## config.mk

```make
export PLATFORM = sky130hd
export DESIGN_NAME = mode_sequencer
export DESIGN_NICKNAME = d
export VERILOG_FILES = /design/src/rtl/mode_sequencer.sv
export SDC_FILE = /design/constraint.sdc
export NUM_CORES = 1
export LEC_CHECK = 0
export CAP_MARGIN = 20
export CORE_MARGIN = 2
export CORE_UTILIZATION = 43
export CTS_CLUSTER_SIZE = 12
export DETAILED_ROUTE_END_ITERATION = 12
export GPL_TIMING_DRIVEN = 0
export PLACE_DENSITY = 0.64
export SETUP_SLACK_MARGIN = 0.02
export SYNTH_ARGS = -nofsm -noshare
export SYNTH_HDL_FRONTEND = slang
export SYNTH_SLANG_ARGS = --single-unit
```

## constraint.sdc

```tcl
create_clock -name MAX10_CLK1_50 -period 2.6 [get_ports MAX10_CLK1_50]
set_input_delay 0.52 -clock MAX10_CLK1_50 [delete_from_list [all_inputs] [get_ports MAX10_CLK1_50]]
set_output_delay 0.52 -clock MAX10_CLK1_50 [all_outputs]
set_load 0.005 [all_outputs]
```

## src/rtl/mode_sequencer.sv

```systemverilog
// Debounced mode controller: synchronized advance/clear keys drive a wrapping MODE index with change strobe and blanking.
// Optional MODE_AUTO_CYCLE_EN adds a periodic auto-advance while the key FSM is idle and AUTO_EN is high.
//
// state      | meaning
// IDLE       | key released and stable, waiting for a press
// PRESS_WAIT | key low, counting stable cycles before accepting
// HELD       | press accepted, waiting for release (no repeat)
// REL_WAIT   | key high, counting stable cycles before re-arming
module mode_sequencer #(
  parameter int DEBOUNCE_CYCLES = 500000,
  parameter int NUM_MODES       = 4,
  parameter int MODE_W          = 2,
  parameter int BLANK_CYCLES    = 2500000,
  parameter int AUTO_PERIOD     = 50000000
) (
  input  logic              MAX10_CLK1_50,
  input  logic              RESET_N,
  input  logic              KEY_ADV_N,
  input  logic              KEY_CLR_N,
  input  logic              AUTO_EN,
  output logic [MODE_W-1:0] MODE,
  output logic              MODE_STROBE,
  output logic              BLANK
);

  localparam int CNT_W = (DEBOUNCE_CYCLES > 1) ? $clog2(DEBOUNCE_CYCLES) : 1;
  localparam int BLK_W = (BLANK_CYCLES > 0) ? $clog2(BLANK_CYCLES + 1) : 1;
  localparam logic [CNT_W-1:0]  CNT_LAST  = CNT_W'(DEBOUNCE_CYCLES - 1);
  localparam logic [BLK_W-1:0]  BLK_LOAD  = BLK_W'(BLANK_CYCLES);
  localparam logic [MODE_W-1:0] MODE_LAST = MODE_W'(NUM_MODES - 1);

  typedef enum logic [1:0] {IDLE, PRESS_WAIT, HELD, REL_WAIT} state_t;

  state_t            state_q, state_d;
  logic [CNT_W-1:0]  cnt_q, cnt_d;
  logic [MODE_W-1:0] mode_q, mode_d;
  logic [BLK_W-1:0]  blank_q, blank_d;
  logic              strobe_q;
  logic              adv_meta_q, adv_s_q, clr_meta_q, clr_s_q;
  logic              manual_action, auto_action, action;

  always_ff @(posedge MAX10_CLK1_50 or negedge RESET_N) begin
    if (!RESET_N) begin
      adv_meta_q <= 1'b1;
      adv_s_q    <= 1'b1;
      clr_meta_q <= 1'b1;
      clr_s_q    <= 1'b1;
    end else begin
      adv_meta_q <= KEY_ADV_N;
      adv_s_q    <= adv_meta_q;
      clr_meta_q <= KEY_CLR_N;
      clr_s_q    <= clr_meta_q;
    end
  end

  always_comb begin
    state_d       = state_q;
    cnt_d         = cnt_q;
    manual_action = 1'b0;
    case (state_q)
      IDLE: begin
        if (!adv_s_q) begin
          state_d = PRESS_WAIT;
          cnt_d   = '0;
        end
      end
      PRESS_WAIT: begin
        if (adv_s_q) begin
          state_d = IDLE;
        end else if (cnt_q == CNT_LAST) begin
          state_d       = HELD;
          manual_action = 1'b1;
        end else begin
          cnt_d = cnt_q + CNT_W'(1);
        end
      end
      HELD: begin
        if (adv_s_q) begin
          state_d = REL_WAIT;
          cnt_d   = '0;
        end
      end
      REL_WAIT: begin
        if (!adv_s_q) begin
          state_d = HELD;
        end else if (cnt_q == CNT_LAST) begin
          state_d = IDLE;
        end else begin
          cnt_d = cnt_q + CNT_W'(1);
        end
      end
      default: state_d = REL_WAIT;
    endcase
  end

`ifdef MODE_AUTO_CYCLE_EN
  localparam int AUTO_W = (AUTO_PERIOD > 1) ? $clog2(AUTO_PERIOD) : 1;
  localparam logic [AUTO_W-1:0] AUTO_LAST = AUTO_W'(AUTO_PERIOD - 1);

  logic [AUTO_W-1:0] auto_cnt_q, auto_cnt_d;

  // A press leaving IDLE on the terminal cycle clears the counter and wins.
  always_comb begin
    auto_cnt_d  = auto_cnt_q;
    auto_action = 1'b0;
    if (state_q != IDLE || state_d != IDLE || !AUTO_EN || manual_action) begin
      auto_cnt_d = '0;
    end else if (auto_cnt_q == AUTO_LAST) begin
      auto_action = 1'b1;
      auto_cnt_d  = '0;
    end else begin
      auto_cnt_d = auto_cnt_q + AUTO_W'(1);
    end
  end

  always_ff @(posedge MAX10_CLK1_50 or negedge RESET_N) begin
    if (!RESET_N) auto_cnt_q <= '0;
    else          auto_cnt_q <= auto_cnt_d;
  end
`else
  logic unused_auto_en;
  assign unused_auto_en = AUTO_EN;
  assign auto_action    = 1'b0;
`endif

  assign action = manual_action | auto_action;

  always_comb begin
    mode_d  = mode_q;
    blank_d = blank_q;
    if (action) begin
      if (manual_action && !clr_s_q) mode_d = '0;
      else mode_d = (mode_q == MODE_LAST) ? '0 : mode_q + MODE_W'(1);
      blank_d = BLK_LOAD;
    end else if (blank_q != '0) begin
      blank_d = blank_q - BLK_W'(1);
    end
  end

  always_ff @(posedge MAX10_CLK1_50 or negedge RESET_N) begin
    if (!RESET_N) begin
      state_q  <= REL_WAIT;
      cnt_q    <= '0;
      mode_q   <= '0;
      blank_q  <= '0;
      strobe_q <= 1'b0;
    end else begin
      state_q  <= state_d;
      cnt_q    <= cnt_d;
      mode_q   <= mode_d;
      blank_q  <= blank_d;
      strobe_q <= action;
    end
  end

  assign MODE        = mode_q;
  assign MODE_STROBE = strobe_q;
  assign BLANK       = (blank_q != '0);

endmodule

```

==> parameters.txt <==
Parameter                              Value

Floorplan
  Total Die Area    6860 µm²
  Effective utilization at floorplan    44.9%
  Num rows    28
  Die Height    82.8 µm
  Count of boundary I/O pins    9
  Core Area    5960 µm²
  Chip Width    82.8 µm

Logic synthesis
  Post-synthesis cell count    275
  Avg Cell Area, Syn    9.71 µm²
  Post-Syn Area    2670 µm²
  Post-synthesis async set-or-reset flop share    100%
  Ys Warns    0
  Sequential share of the synthesized area    47.1%
  Post-synth net total    283
  Synth Register Bits    50
  Most common flop cell mapped by yosys    sky130_fd_sc_hd__dfrtp_1
  Count of different cell masters after synthesis    55
  Count of flip-flops with a built-in enable after synthesis    0

Place
  Count of placed standard cells including taps    358
  Routability congestion estimate    0.852
  Count of port buffers added during placement    7
  Post-DP HPWL    3750 µm

Global routing
  Initial antenna violation count    0
  Grt total ovfl    0
  First-pass GRT wire length    9680 µm
  Number of global-route vias before repair    2103
  All-layer global routing usage    17.0%
  Largest net degree at the start of global routing    39

CTS
  CTS tree    done
  Max Buffers Root-to-Sink    2
  Reg clk slew, reported paths    0.10 ns
  Inserted Clock Buffers    5
  Clock H-tree levels    2
  Cts hold-fix bufs    0
  Skew-Pair Late Insertion Delay    0.30 ns
  Sinks on the clock net    50
  Buffer type at the clock tree root    sky130_fd_sc_hd__clkbuf_8

Critical path
  Worst path required time    2.08 ns
  Nature of the critical path startpoint    register
  Worst path cell trace    or4_4 -> nor3_4 -> nand3_4 -> dlygate4sd2_1
  Worst setup startpoint    blank_q[8]
  Setup crit end kind    output port
  CP Class    reg -> out
  Maximum fanout encountered on the critical timing path    3
  Crit path buf inv count    1
  Slowest CP cell    sky130_fd_sc_hd__or4_4
  Delay of the slowest cell on the worst path    0.57 ns
  Worst endpoint data arrival time    1.90 ns
  Cell family contributing the most delay on the critical path    simple AND/OR/NAND/NOR gates

Power and ir drop
  LEAKAGE    1.38 nW
  Total power draw    1.42 mW
  Total power per unit cell area    468 nW/µm²
  Maximum ir drop on the vdd rail    0.000208 V

Timing
  Total of endpoints with negative setup slack in the final report    0
  Final period demand of the worst path    2.42 ns
  Maximum clock rate    413 MHz
  Final Skew    0.0160 ns
  Max-slew headroom at the worst pin    51.5%
  RSZ-0062 raised after global routing    no
  Total negative slack    0 ns
  Ratio of final minimum period to clock period    93.2%
  Final hold violation count    0
  Pins over their slew limit    0
  Smallest hold slack    0.0997 ns
  Transition at the pin with the smallest max-transition slack    0.721 ns

Cells and area
  Antenna Cells    0
  Post-layout instance count excluding filler cells    370
  Most frequent standard cell in the layout excluding fill and tap cells    sky130_fd_sc_hd__dfrtp_1
  Commonest cells after routing, fill and taps aside    44 x sky130_fd_sc_hd__dfrtp_1, 33 x sky130_fd_sc_hd__nand2_1, 23 x sky130_fd_sc_hd__nor2_1, 16 x sky130_fd_sc_hd__a31oi_1, 15 x sky130_fd_sc_hd__nand3_1
  Final core occ    50.9%
  Layout cells sized above 1    15.3%
  Post-layout nets    302
  Combined area of the multi-input logic cells    1390 µm²
  Area Overhead vs Synth    13.6%
  FF/Latch Area    1260 µm²
  Layout filler cell count    547

Routing
  Detail-routed net length per standard cell    15.0 µm
  Post-route antenna net violation count    0
  Via count of the routed design    2154
  Drt drc    0
  Total Routed Length    5550 µm
  First-pass DRT Iterations    4
  Via density    5.82
  Initial DRC Count    96

Outcome
  Outcome    finished, final reports clean

Worst hold path
  Hold Path Class    in -> async

Job
  Number of violations of the max-capacitance limit    0
[metrics by stage]
| step | cell area (µm²) | setup WS, ns |
|---|---|---|
| CTS | 3030 | 0.185 |
| floorplan | 2670 | 0.542 |
| detailed placement | 2850 | -0.302 |
| finish | 3030 | 0.177 |
| global route | 3030 | 0.0748 |
| global placement | 2840 | -0.510 |
[cells in the mapped netlist (7+ instances only)]
| cell type | n | area share, % |
|---|---|---|
| sky130_fd_sc_hd__nor2_1 | 23 | 3.2 |
| sky130_fd_sc_hd__xor2_1 | 10 | 3.3 |
| sky130_fd_sc_hd__o21ai_0 | 7 | 1.3 |
| sky130_fd_sc_hd__a21oi_1 | 11 | 2.1 |
| sky130_fd_sc_hd__nand4_1 | 10 | 2.3 |
| sky130_fd_sc_hd__nand3_1 | 15 | 2.8 |
| sky130_fd_sc_hd__nor4_1 | 8 | 1.9 |
| sky130_fd_sc_hd__xnor2_1 | 7 | 2.3 |
| sky130_fd_sc_hd__dfrtp_1 | 44 | 41 |
| sky130_fd_sc_hd__nand2_1 | 33 | 4.6 |
| sky130_fd_sc_hd__a31oi_1 | 16 | 3.7 |
[area by class of cell]
class                      count  share of cell area (%)
sequential                    50                    41.5
clock inverter                 2                    1.24
timing repair buffer          13                    4.00
buffer                         9                    1.65
inverter                       4                   0.495
multi-input combinational    211                    45.6
tap                           75                    3.09
clock buffer                   6                    2.39
[worst register-to-register path: stages (launching register included)]
cell and delay [ns]:
sky130_fd_sc_hd__dfstp_2 0.52, sky130_fd_sc_hd__clkbuf_1 0.24, sky130_fd_sc_hd__xnor2_1 0.26, sky130_fd_sc_hd__nand2_1 0.17, sky130_fd_sc_hd__a21oi_2 0.33, sky130_fd_sc_hd__clkbuf_1 0.45, sky130_fd_sc_hd__nand2_1 0.10, sky130_fd_sc_hd__a31oi_1 0.19
[metal layers]
layer	GRT usage, %	vias to the layer above	wire, µm
li1	-	1048	-
met1	21.9	1045	2570
met2	27.1	52	2620
met3	4.27	9	267
met4	7.60	0	81
met5	0	-	0
[path summary, 6_finish.rpt]
path / slack [ns] / cells past startpoint / to
max in group asynchronous: 1.92 / 2 / clr_meta_q
min reg2reg: 0.36 / 0 / clr_s_q
min in group MAX10_CLK1_50: 0.36 / 0 / clr_s_q
min: 0.1 / 1 / blank_q[11]
max: 0.18 / 4 / BLANK
max reg2reg: 0.26 / 7 / cnt_q[6]
[logic make-up (layout without fill, tap and decap cells)]
group / after synthesis / in the layout / synth area share (%)
AND/OR/NAND/NOR: 136 / 136 / 29.3
buffers and inverters: 14 / 34 / 2.58
flip-flops: 50 / 50 / 47.1
AO/OA/AOI/OAI: 52 / 52 / 12.8
XOR/XNOR: 17 / 17 / 5.57
adder cells (fa/ha/maj): 3 / 3 / 1.41
multiplexers: 3 / 3 / 1.17
[power breakdown]
part | switching, mW | internal, mW | total, mW
clock network | 0.256 | 0.287 | 0.544
registers | 0.0157 | 0.793 | 0.809
logic | 0.0428 | 0.0244 | 0.0671
total | 0.315 | 1.10 | 1.42
[registers in the layout (all words and copies together) (netlist names), named ones only]
| signal | flops |
|---|---|
| blank_q | 22 |
| cnt_q | 19 |
| MODE | 2 |
| MODE_STROBE | 1 |
| adv_meta_q | 1 |
| adv_s_q | 1 |
| clr_meta_q | 1 |
| clr_s_q | 1 |
| state_q | 1 |
[what timing repair did]
action                                  CTS  global route
gates resized for setup                   7             0
endpoints found under the setup margin    1             0
setup buffers                             5             0
No activity file was read; power rests on OpenSTA's default activity.
